<file path="config.mk">
export PLATFORM = sky130hd
export DESIGN_NAME = gpu_tex_pipe_ctrl_v3
export DESIGN_NICKNAME = d
export VERILOG_FILES = /design/src/rtl/gpu_tex_pipe_ctrl_v3.sv
export SDC_FILE = /design/constraint.sdc
export NUM_CORES = 1
export LEC_CHECK = 0
export BUFFER_PORTS_ARGS = -buffer_cell sky130_fd_sc_hd__buf_2
export CAP_MARGIN = 5
export CORE_MARGIN = 10
export CORE_UTILIZATION = 40
export DETAILED_ROUTE_END_ITERATION = 8
export GPL_TIMING_DRIVEN = 0
export PLACE_DENSITY = 0.77
export SLEW_MARGIN = 10
export SYNTH_ARGS = -nofsm -noshare
export SYNTH_HDL_FRONTEND = slang
export SYNTH_SLANG_ARGS = --single-unit
</file>
<file path="constraint.sdc">
create_clock -name clk -period 9 [get_ports clk]
set_input_delay 0 -clock clk [delete_from_list [all_inputs] [get_ports clk]]
set_output_delay 0 -clock clk [all_outputs]
set_load 0.1 [all_outputs]
</file>
<file path="src/rtl/gpu_tex_pipe_ctrl_v3.sv">
// gpu_tex_pipe_ctrl_v3: three-stage texel fetch pipeline (accept, tex-result, output)
// with an in-house texture-cache miss/refill/replay FSM and CLUT palette lookup.
module gpu_tex_pipe_ctrl_v3 #(
    parameter int ADR_W  = 19,
    parameter int COL_W  = 9,
    parameter int STAT_W = 16
) (
    input  logic              clk,
    input  logic              i_rst,
    input  logic [1:0]        GPU_REG_TexFormat,
    input  logic              GPU_TEX_DISABLE,
    input  logic              i_flushSpike,
    input  logic              i_valid,
    output logic              o_ready,
    input  logic [1:0]        iPixelStateSpike,
    input  logic [9:0]        iScrX,
    input  logic [8:0]        iScrY,
    input  logic [COL_W-1:0]  iR,
    input  logic [COL_W-1:0]  iG,
    input  logic [COL_W-1:0]  iB,
    input  logic              iBGMSK,
    input  logic [1:0]        iUCoordLSB,
    input  logic [ADR_W-1:0]  iTexelAdr,
    output logic              o_texReq,
    output logic [ADR_W-1:0]  o_texAdr,
    input  logic              i_texHit,
    input  logic              i_texMiss,
    input  logic [15:0]       i_texData,
    output logic              o_fillReq,
    output logic [ADR_W-3:0]  o_fillAdr,
    input  logic              i_fillDone,
    output logic [7:0]        o_clutIndex,
    input  logic [15:0]       i_clutData,
    output logic              o_valid,
    input  logic              i_ready,
    output logic [1:0]        oPixelStateSpike,
    output logic [9:0]        oScrX,
    output logic [8:0]        oScrY,
    output logic [COL_W-1:0]  oR,
    output logic [COL_W-1:0]  oG,
    output logic [COL_W-1:0]  oB,
    output logic              oBGMSK,
    output logic [15:0]       oTexel,
    output logic              oTransparent,
    output logic              o_busy,
    output logic [STAT_W-1:0] o_hitCnt,
    output logic [STAT_W-1:0] o_missCnt
);
    typedef enum logic [1:0] {IDLE, FILL, REPLAY} state_t;
    state_t state, nextState;
    logic c1Valid, c1NoTex, c1Pend, c1Have, c1Msk;
    logic [1:0] c1Fmt, c1U, c1Spike, c2Spike;
    logic [9:0] c1X;
    logic [8:0] c1Y;
    logic [COL_W-1:0] c1R, c1G, c1B;
    logic [ADR_W-1:0] c1Adr;
    logic [15:0] c1Tex, c1Texel, c2Tex, c2Clut;
    logic c2NoTex, c2Pal, c2First;
    logic texHit, texMiss, c1Res, c1Adv, c2Adv, accept, replayReq;
    // A lookup result belongs to C1 only in the cycle after its request; both flags high counts as a miss.
    assign texHit    = c1Pend & i_texHit & !i_texMiss;
    assign texMiss   = c1Pend & i_texMiss;
    assign c1Texel   = c1Have ? c1Tex : i_texData;
    assign c1Res     = c1NoTex | c1Have | texHit;
    assign c2Adv     = !o_valid | i_ready;
    assign c1Adv     = (!c1Valid | c1Res) & c2Adv;
    assign o_ready   = c1Adv & (state == IDLE);
    assign accept    = i_valid & o_ready;
    assign replayReq = (state == REPLAY) & !c1Pend;
    assign o_texReq  = (accept & !GPU_TEX_DISABLE) | replayReq;
    assign o_texAdr  = (state == REPLAY) ? c1Adr : iTexelAdr;
    assign o_fillReq = (state == FILL);
    assign o_fillAdr = c1Adr[ADR_W-1:2];
    assign o_clutIndex = (c1Fmt == 2'd0) ? {4'h0, c1Texel[{c1U, 2'b00} +: 4]} :
                         (c1Fmt == 2'd1) ? (c1U[0] ? c1Texel[15:8] : c1Texel[7:0]) : 8'h00;
    // CLUT data arrives the cycle after load; afterwards the captured copy keeps oTexel stable.
    assign oTexel = c2NoTex ? 16'h7FFF : !c2Pal ? c2Tex : c2First ? i_clutData : c2Clut;
    assign oTransparent     = !c2NoTex & (oTexel[14:0] == 15'd0);
    assign oPixelStateSpike = i_flushSpike ? 2'b00 : c2Spike;
    assign o_busy           = c1Valid | o_valid;
    always_comb begin
        nextState = state;
        if (state == IDLE)
            nextState = texMiss ? FILL : IDLE;
        else if (state == FILL)
            nextState = i_fillDone ? REPLAY : FILL;
        else
            nextState = texMiss ? FILL : texHit ? IDLE : REPLAY;
    end
    always_ff @(posedge clk) begin
        if (i_rst)
            state <= IDLE;
        else
            state <= nextState;
    end
    always_ff @(posedge clk) begin
        if (i_rst) begin
            c1Valid   <= 1'b0;
            c1Pend    <= 1'b0;
            c1Have    <= 1'b0;
            c1Spike   <= 2'b00;
            o_valid   <= 1'b0;
            c2First   <= 1'b0;
            c2Spike   <= 2'b00;
            o_hitCnt  <= '0;
            o_missCnt <= '0;
        end else begin
            if (c1Adv) begin
                c1Valid <= accept;
                c1Pend  <= accept & !GPU_TEX_DISABLE;
                c1Have  <= 1'b0;
                c1NoTex <= GPU_TEX_DISABLE;
                c1Fmt   <= GPU_REG_TexFormat;
                c1U     <= iUCoordLSB;
                c1Spike <= accept ? iPixelStateSpike : 2'b00;
                c1X     <= iScrX;
                c1Y     <= iScrY;
                c1R     <= iR;
                c1G     <= iG;
                c1B     <= iB;
                c1Msk   <= iBGMSK;
                c1Adr   <= iTexelAdr;
            end else begin
                c1Pend <= replayReq;
                if (texHit) begin
                    c1Have <= 1'b1;
                    c1Tex  <= i_texData;
                end
            end
            if (c2Adv) begin
                o_valid <= c1Valid & c1Res;
                c2Spike <= (c1Valid & c1Res) ? c1Spike : 2'b00;
                c2Tex   <= c1Texel;
                c2NoTex <= c1NoTex;
                c2Pal   <= !c1Fmt[1];
                oScrX   <= c1X;
                oScrY   <= c1Y;
                oR      <= c1R;
                oG      <= c1G;
                oB      <= c1B;
                oBGMSK  <= c1Msk;
            end
            c2First <= c2Adv & c1Valid & c1Res;
            if (c2First)
                c2Clut <= i_clutData;
            if (i_flushSpike) begin
                c1Spike <= 2'b00;
                c2Spike <= 2'b00;
            end
            if (texHit && o_hitCnt != '1)
                o_hitCnt <= o_hitCnt + STAT_W'(1);
            if (texMiss && o_missCnt != '1)
                o_missCnt <= o_missCnt + STAT_W'(1);
        end
    end
endmodule

</file>
==> results of run 1 <==
## cells by family after synthesis
logic type,Yosys count,synth area share [%]
adder cells (fa/ha/maj),2,0.296
flip-flops,211,69.9
AND/OR/NAND/NOR,155,9.98
buffers and inverters,47,3.18
XOR/XNOR,2,0.207
AO/OA/AOI/OAI,85,7.10
multiplexers,70,9.37
## critical path, cell delays in order (launching register included)
cell      delay, ns
edfxtp_1       0.41
clkbuf_1       0.20
or2_1          0.25
buf_6          0.14
o22a_1         0.20
or4_4          0.55
nor4_2         0.27
buf_2          0.47
## area by class of cell
type | count | share of cell area [%]
clock inverters | 13 | 1.09
repair buffers | 381 | 21.3
plain buffers | 35 | 1.84
well taps | 275 | 2.83
inverters | 12 | 0.371
diodes | 2 | 0.0412
multi-input cells | 314 | 19.0
flip-flops and latches | 211 | 48.6
clock buffers | 29 | 4.93
## state kept, by name, indices dropped and copies added, names as in the netlist, 9 cells and up
| register | cells |
|---|---|
| c1B | 9 |
| c1Y | 9 |
| oB | 9 |
| c2Tex | 16 |
| c1Adr | 19 |
| o_hitCnt | 16 |
| oScrX | 10 |
| c1X | 10 |
| oG | 9 |
| c1G | 9 |
| oScrY | 9 |
| oR | 9 |
| c1Tex | 16 |
| o_missCnt | 16 |
| c1R | 9 |
| c2Clut | 16 |
## stage by stage
stage	setup TNS [ns]	area, um2	util (%)
floorplan	0	8460	-
global route	0	12100	58.1
finish	0	12100	58.1
CTS	0	12100	58.1
detailed placement	0	10300	49.1
global placement	-161.12	10100	48.3
## where the power goes
part / internal [uW] / switching, uW
clock: 533 / 387
combinational: 114 / 341
sequential: 1110 / 18.0
## final timing paths
check | startpoint | end | slack [ns] | cells past startpoint
hold reg to reg | c1R[2]$_DFFE_PP_ | oR[2]$_DFFE_PP_ | 0.41 | 0
setup reg to reg | c1Pend$_SDFF_PP0_ | c1Adr[9]$_DFFE_PP_ | 6.41 | 7
setup / recovery | c2NoTex$_DFFE_PP_ | oTransparent | 6.00 | 7
hold / removal | i_texHit | o_hitCnt[1]$_SDFFE_PP0P_ | 0.12 | 4
## synthesized netlist by cell type, drive strengths merged, types with 3 or more instances
master  count  area [um2]
and3        3        18.8
or3         7        43.8
a211oi      9        67.6
dfxtp      43         861
buf        26         190
clkbuf      9        33.8
nor4        4        31.3
inv        12        45.0
a21oi      24         120
o41ai       7        76.3
o21ai      11        55.1
nor2b      10        62.6
o31ai       8        60.1
nand2b     11        68.8
nor2       36         135
mux2i      12         120
o32a        3        30.0
o22a        8        78.8
or4        12        93.8
nand4      10        62.6
and4        4        35.0
nor3       15        75.1
a31oi       3        18.8
mux2       57         649
nand2      17        63.8
o22ai       3        18.8
nand3      17        85.1
edfxtp    168        5040
## layer usage
layer,routed length (um),part of all wire (%),GRT usage [%],vias to the layer above
li1,-,-,-,3033
met2,11800,48,29.0,284
met1,9550,39,19.8,3049
met5,0,0,0,-
met3,2640,11,7.49,43
met4,715,2.9,6.11,0
## timing repair
item                      CTS  global route
hold endpoints to repair  131             0
buffers inserted            0             0
hold buffers              115             0
==> impl_metrics.ini, run 1 <==
[timing]
setup_slack_ns = 6.00
hold_ws_ns = 0.124
period_share_pct = 33.4
max_freq_mhz = 333
period_minus_slack_ns = 3.00
skew_ns = 0.0137
setup_viol = 0
rsz0062_at_grt = false
slew_viol_final = 0
maxSlewHeadroom_pct = 50.3
worstMarginPinSlew_ns = 0.736
finalHoldViolCount = 0

[clock_tree]
clkLatencyLatePin_ns = 0.52
ctsResizeCount = 0
htreeDepth = 1
cts_tree = done
numCtsBuffers = 23
cts_root_buf = clkbuf_16
cts_buffer_depth = 3
cts_sinks = 211
clkTransAtPathRegs_ns = 0.06

[logic_synthesis]
synth_warnings = 0
ys_ff_latch = 211
syn-cell-area_um2 = 8450
synth_nets = 687
async_flop_share_pct = 0
yosysSeqAreaShare_pct = 69.9
netlist-cell-type-count = 55
yosys_most_used_dff = edfxtp_1
synth-edff-count = 168
syn_inst = 572
avgSynthCellArea_um2 = 14.8

[finish]
fin_nets = 1093
mostFrequentLayoutCells = buf_2, edfxtp_1, dlygate4sd3_1
layout_commonest_cell = buf_2
area_delta_synth_final_pct = 43.6
multiInputGateArea_um2 = 2300
nFillCells = 1614
seqCellArea_um2 = 5910
stdcell_count = 1272
drive_above_1_share_pct = 39.8

[floorplanning]
initial_core_util_pct = 40.5
die_h_um = 165
die_w_um = 165
dieArea_um2 = 27300
row_count = 53
ioPinCount = 260
core_region_area_um2 = 20900

[global_route]
grt_pass1_vias = 6729
grt_pass1_wl_um = 37700
grt_util_all_layers_pct = 17.5
grt_max_degree = 33
antenna_found_initial = 2
grt_overflow = 0

[detailed_routing]
drc_errors = 0
num_vias = 6409
wl_per_cell_um = 19.4
wl_um = 24700
first_iter_violations = 350
antenna_left = 0
viasPerCell = 5.04
dr.pass1.iters = 7

[placement]
place_ws_ns = 6.39
dp_cells = 1113
routabilityCongestion = 0.870
io_buffers = 259
dp_hpwl_um = 16900

[setup_path]
worst-path-max-fanout = 10
critPathKind = reg -> out
cp-start-kind = register
critPathRequiredTime_ns = 9.00
worst_ep_arrival_time_ns = 3.00
cp-end-kind = primary output

[power_and_ir_drop]
power.leakage_uw = 0.00476
peakVddDrop_v = 0.000226
power.total_uw = 2500
p_per_area_nw_per_um2 = 206

[worst_hold_path]
hp-class = in -> reg

[status]
status = complete, no violations

[run]
drv_cap = 0
No activity file was read; power rests on OpenSTA's default activity.
==> run 2, diff against run 1 <==
==> constraint.sdc (replaced) <==
create_clock -name clk -period 2.7 [get_ports clk]
set_input_delay 0 -clock clk [delete_from_list [all_inputs] [get_ports clk]]
set_output_delay 0 -clock clk [all_outputs]
set_load 0.1 [all_outputs]
==> run 2 against run 1 <==
The flow now finishes with violations (setup timing). Critical path depth stayed put. Clock skew is 0.0072 ns lower. Largest power group unchanged. Sequential cell count stayed put. Non-clock buffer count is 1 higher. Critical path type unchanged.
==> impl_metrics.ini, run 2 (synthesized netlist as in run 1, its figures left out) <==
[finish]
drive_above_1_share_pct = 41.1
nFillCells = 1597
fin_nets = 1095
max_flop_register = c1Adr
stdcell_count = 1272
layout_commonest_cell = buf_2
antenna_cells = 0
mostFrequentLayoutCells = buf_2, edfxtp_1, dlygate4sd3_1
largest_reg_flops = 19
area_delta_synth_final_pct = 45.0

[setup_path]
critPathRequiredTime_ns = 2.70
startpoint = c2NoTex$_DFFE_PP_
cp-start-kind = register
r2r_end = c1Fmt[0]$_DFFE_PP_
worst_ep_arrival_time_ns = 2.72
critPathBufInv = 3
worst-path-max-fanout = 8
critPathKind = reg -> out
cp-end-kind = primary output
slowest_stage = or4_4
r2r_start = c1Pend$_SDFF_PP0_
crit_top_cell = buf_6
rr_worst_depth = 6
rrSetupSlack_ns = 0.20
critPathMaxStageDelay_ns = 0.54
cpLargestDelayFamily = simple AND/OR/NAND/NOR gates
path_cells = clkbuf_8 -> or2_1 -> buf_6 -> o22a_4 -> or4_4 -> nor4_4 -> buf_6

[timing]
worstMarginPinSlew_ns = 0.859
max_freq_mhz = 368
period_share_pct = 101
slew_viol_final = 0
skew_ns = 0.00642
maxSlewHeadroom_pct = 42.4
setup_viol = 1
rsz0062_at_grt = true
finalHoldViolCount = 0
period_minus_slack_ns = 2.72
setup_slack_ns = -0.0176

[global_route]
grt_util_all_layers_pct = 17.3
grt_overflow = 0
grt_pass1_wl_um = 37600
grt_pass1_vias = 6683
grt_max_degree = 33
antenna_found_initial = 1

[floorplanning]
core_region_area_um2 = 20900
dieArea_um2 = 27300
die_h_um = 165
die_w_um = 165
row_count = 53
initial_core_util_pct = 40.5
ioPinCount = 260

[placement]
io_buffers = 259
dp_cells = 1111
dp_hpwl_um = 16700
routabilityCongestion = 0.893

[status]
violations = setup timing
status = finished with violations

[worst_hold_path]
min_from = i_texHit
hp-class = in -> reg
whs_path_depth = 4
hold_end = o_hitCnt[1]$_SDFFE_PP0P_

[power_and_ir_drop]
p_per_area_nw_per_um2 = 685
power.total_uw = 8400
power_frac_comb_pct = 18.2
internal-power_uw = 5930
power.leakage_uw = 0.00480
clock_power_share_pct = 37.0
p_seq_share_pct = 44.8
peakVddDrop_v = 0.000635
p_switching_uw = 2470
swShare_pct = 29.4

[detailed_routing]
antenna_left = 0
dr.pass1.iters = 5
num_vias = 6396
wl_um = 24700
viasPerCell = 5.03
drc_errors = 0
first_iter_violations = 407
wl_per_cell_um = 19.4

[clock_tree]
cts_root_buf = clkbuf_16
clkTransAtPathRegs_ns = 0.06
cts_tree = done
numCtsBuffers = 23
cts_buffer_depth = 3
clkLatencyLatePin_ns = 0.50
htreeDepth = 1
cts_sinks = 211

[run]
drv_cap = 0
## run 2: cell count changes in the layout (fill, tap and decap cells not counted), sizes merged
| cell | change |
|---|---|
| clkinv | -4 |
| buf | +2 |
| clkbuf | +2 |
| diode | -2 |
| a21boi | +1 |
| clkinvlp | +1 |
## run 2: power by group through the flow
stage / Clock, uW / Combinational [uW] / Sequential, uW
6_report: 3110 / 1530 / 3760
5_1_grt: 3310 / 1590 / 3780
4_1_cts: 3150 / 1520 / 3760
3_5_place_dp: 0 / 1380 / 3820
3_3_place_gp: 0 / 1350 / 3820
2_1_floorplan: 0 / 754 / 4140
## run 2: tightest hold or removal path, stage by stage
cell      delay [ns]
buf_2           0.12
nand3b_1        0.21
a21oi_1         0.12
mux2i_1         0.13
## run 2: how the worst max path moves through the flow
stage	to	slack, ns	cells past startpoint
global route	oTransparent	-0.08	7
global placement	c1G[6]$_DFFE_PP_	-1.45	3
floorplan	c1Adr[0]$_DFFE_PP_	-0.73	3
detailed placement	c1G[6]$_DFFE_PP_	0.04	6
finish	oTransparent	-0.02	7
CTS	oTransparent	-0.06	7
## run 2: routing by layer
layer | routed length [um] | vias to the layer above | GRT usage (%)
met4 | 585 | 2 | 5.23
met5 | 8 | - | 0
li1 | - | 3034 | -
met1 | 9570 | 3047 | 20.1
met3 | 2370 | 42 | 6.42
met2 | 12200 | 271 | 29.3
## run 2: timing repair
item	CTS	global route
endpoints found under the setup margin	1	21
pin swaps	0	1
endpoints found under the hold margin	131	0
cloned	0	1
buffers inserted	2	2
resized for setup	6	0
hold buffers	115	0
## run 2: per-stage QoR
step | hold slack, ns | setup TNS, ns | area (um2) | setup slack [ns] | util [%]
after CTS | 0.105 | -0.0600 | 12200 | -0.0600 | 58.6
final | 0.127 | -0.0176 | 12300 | -0.0176 | 58.7
after floorplan | 0.0785 | -52.07 | 8560 | -0.731 | -
after global placement | 0.176 | -108.05 | 10200 | -1.45 | 48.8
after global routing | 0.145 | -0.0845 | 12300 | -0.0845 | 58.7
after detailed placement | 0.178 | 0 | 10300 | 0.0357 | 49.3
## run 2: cell type report
| class | instances | area [um2] | share of cell area, % |
|---|---|---|---|
| clock inverter | 10 | 109 | 0.888 |
| buffer | 34 | 238 | 1.94 |
| clock buffer | 32 | 639 | 5.22 |
| inverter | 12 | 45.0 | 0.367 |
| sequential | 211 | 5910 | 48.2 |
| multi-input combinational | 315 | 2390 | 19.5 |
| timing repair buffer | 383 | 2580 | 21.0 |
| tap | 275 | 344 | 2.81 |
==> run 3, diff against run 2 <==
--- a/config.mk
+++ b/config.mk
@@ -5,13 +5,14 @@
 export SDC_FILE = /design/constraint.sdc
 export NUM_CORES = 1
 export LEC_CHECK = 0
+export ABC_AREA = 1
 export BUFFER_PORTS_ARGS = -buffer_cell sky130_fd_sc_hd__buf_2
 export CAP_MARGIN = 5
 export CORE_MARGIN = 10
-export CORE_UTILIZATION = 40
+export CORE_UTILIZATION = 47
 export DETAILED_ROUTE_END_ITERATION = 8
 export GPL_TIMING_DRIVEN = 0
-export PLACE_DENSITY = 0.77
+export PLACE_DENSITY = 0.86
 export SLEW_MARGIN = 10
 export SYNTH_ARGS = -nofsm -noshare
 export SYNTH_HDL_FRONTEND = slang
==> run 3 against run 2 <==
The flow now finishes without violations. First-iteration DRC count rose by 67%. Fmax is 7.8% higher. Die area decreased by 8.9%. Clock-buffer cell count grew 1. Clock skew rose by 0.018 ns. Synthesized cell count increased by 49%. Critical path depth up 1. Critical endpoint is now c1Spike[0]$_SDFFE_PP0P_. Core utilization increased by 8.4 points. Sequential cell count did not move. Via count increased by 19%.
==> impl_metrics.ini, run 3 <==
[finish]
fin_area_um2 = 12500
stdcell_count = 1513
area_delta_synth_final_pct = 40.5
max_flop_register = c1Adr
fin_nets = 1373
largest_reg_flops = 19
drive_above_1_share_pct = 31.2
mostFrequentLayoutCells = nand2_1, buf_2, edfxtp_1
layout_commonest_cell = nand2_1
nFillCells = 1294

[worst_hold_path]
whs_path_depth = 2
hp-class = in -> reg
min_from = iB[6]
hold_end = c1B[6]$_DFFE_PP_

[clock_tree]
numCtsBuffers = 23
postCtsSetupBuffers = 0
cts_root_buf = clkbuf_16
clkLatencyLatePin_ns = 0.52
cts_buffer_depth = 3
clkTransAtPathRegs_ns = 0.06
cts_sinks = 211
htreeDepth = 1
cts_tree = done

[power_and_ir_drop]
p_per_area_nw_per_um2 = 674
power.total_uw = 8450
power.leakage_uw = 0.00536
peakVddDrop_v = 0.000651

[logic_synthesis]
syn-cell-area_um2 = 8930
synth-edff-count = 168
synth.most_common_cell = nand2_1
synth_warnings = 0
yosysTopAreaCellShare_pct = 56.5
netlist-cell-type-count = 35
yosysSeqAreaShare_pct = 66.2
synth_top_cells_by_area = edfxtp_1, nand2_1, dfxtp_1
ys_ff_latch = 211
synth_nets = 969
async_flop_share_pct = 0
synth_common_cells = nand2_1, edfxtp_1, nor2_1, inv_1, dfxtp_1
syn_inst = 854
avgSynthCellArea_um2 = 10.5
yosys_most_used_dff = edfxtp_1
synth_top_cell_by_area = edfxtp_1

[setup_path]
critPathMaxStageDelay_ns = 0.57
rrSetupSlack_ns = 0.18
critPathBufInv = 2
rr_worst_depth = 8
worst-path-max-fanout = 9
slowest_stage = dlygate4sd3_1
path_cells = nand3_2 -> nand3_2 -> nand2_1 -> nor2_2 -> nand3_1 -> dlygate4sd3_1 -> a21oi_1 -> dlygate4sd3_1
cp-end-kind = register
r2r_end = c1Spike[0]$_SDFFE_PP0P_
critPathRequiredTime_ns = 3.14
critPathKind = reg -> reg
cpLargestDelayFamily = buffers and inverters
r2r_start = c1Pend$_SDFF_PP0_
worst_ep_arrival_time_ns = 2.96
cp-start-kind = register

[timing]
slew_viol_final = 0
period_minus_slack_ns = 2.52
hold_ws_ns = 0.188
finalHoldViolCount = 0
setup_viol = 0
rsz0062_at_grt = false
max_freq_mhz = 397
setup_slack_ns = 0.179
maxSlewHeadroom_pct = 42.8
period_share_pct = 93.4
worstMarginPinSlew_ns = 0.858
skew_ns = 0.0241

[placement]
dpl_cell_area_um2 = 10600
place_ws_ns = 0.218
io_buffers = 259
dp_cells = 1350
dp_hpwl_um = 17700
routabilityCongestion = 0.950

[floorplanning]
row_count = 50
initial_core_util_pct = 47.7
die_w_um = 158
ioPinCount = 260
dieArea_um2 = 24900
core_region_area_um2 = 18700
die_h_um = 158

[global_route]
top_usage_layer = met2
antenna_found_initial = 4
grt_pass1_wl_um = 41900
grt_max_degree = 44
grt_util_met1_pct = 23.2
met3_usage_pct = 6.02
grt_use_met2_pct = 37.6
grt_overflow = 0
grt_util_all_layers_pct = 21.1
grt_pass1_vias = 7766

[detailed_routing]
drc_errors = 0
wl_um = 27200
wl_per_cell_um = 18.0
viasPerCell = 5.02
dr.pass1.iters = 6
first_iter_violations = 678
num_vias = 7593
antenna_left = 0

[status]
status = complete, no violations

[run]
drv_cap = 0
## run 3: cell types whose count changed in the layout (fill, tap and decap cells not counted), moves of 9 or more
cell,before,now
nor2_2,0,9
nand3_1,17,40
mux2i_1,12,0
nor2_1,35,62
nand2_2,0,17
inv_1,12,50
a21oi_2,0,19
or4_1,10,0
buf_2,260,270
nand2b_1,11,0
nor2b_1,9,0
mux2_2,54,0
nand2_1,17,300
## run 3: logic make-up after synthesis
logic type	after synthesis	share of synthesized area [%]
and+or+nand+nor	462	21.9
DFF	211	66.2
buffers and inverters	96	5.28
AOI/OAI and AO/OA	72	5.34
xor gates and xnor gates	11	1.08
adders and majority gates	2	0.280
## run 3: worst max-delay path by stage
stage | start | to | slack [ns] | cells past startpoint
finish | c1Pend$_SDFF_PP0_ | c1Spike[0]$_SDFFE_PP0P_ | 0.18 | 8
global route | c1Pend$_SDFF_PP0_ | c1Spike[0]$_SDFFE_PP0P_ | 0.06 | 8
CTS | c1Pend$_SDFF_PP0_ | c1Tex[15]$_DFFE_PP_ | 0.19 | 5
detailed placement | c1Pend$_SDFF_PP0_ | c1Tex[12]$_DFFE_PP_ | 0.22 | 5
global placement | o_valid$_SDFFE_PP0N_ | c1X[2]$_DFFE_PP_ | -0.82 | 6
floorplan | o_valid$_SDFFE_PP0N_ | c1Adr[0]$_DFFE_PP_ | -0.32 | 6
## run 3: per-stage QoR
step / utilization [%] / TNS, ns
global route: 67.0 / 0
CTS: 67.0 / 0
detailed placement: 56.7 / 0
global placement: 56.3 / -57.41
finish: 67.1 / 0
floorplan: - / -22.38
## run 3: cell type report
type | instances | area [um2] | area share, %
Antenna cell | 5 | 12.5 | 0.0998
Buffer | 38 | 255 | 2.03
Clock buffer | 33 | 654 | 5.22
Clock inverter | 8 | 82.6 | 0.658
Inverter | 57 | 220 | 1.76
Multi-Input combinational cell | 547 | 2570 | 20.5
Sequential cell | 211 | 5910 | 47.1
Tap cell | 234 | 293 | 2.33
Timing Repair Buffer | 380 | 2540 | 20.3
## run 3: metal layers
metal	vias to the layer above	routed length (um)
met5	-	0
met4	0	1080
met3	76	2390
met2	367	13900
met1	3499	9860
li1	3651	-
## run 3: what timing repair did
action,CTS,global route
setup endpoints to repair,0,3
hold endpoints to repair,131,0
resized for setup,0,1
hold buffers,118,0
## run 3: power by group
group / switching [uW] / internal (uW)
clock: 1280 / 1790
combinational: 1250 / 357
sequential: 63.9 / 3710
total: 2600 / 5860
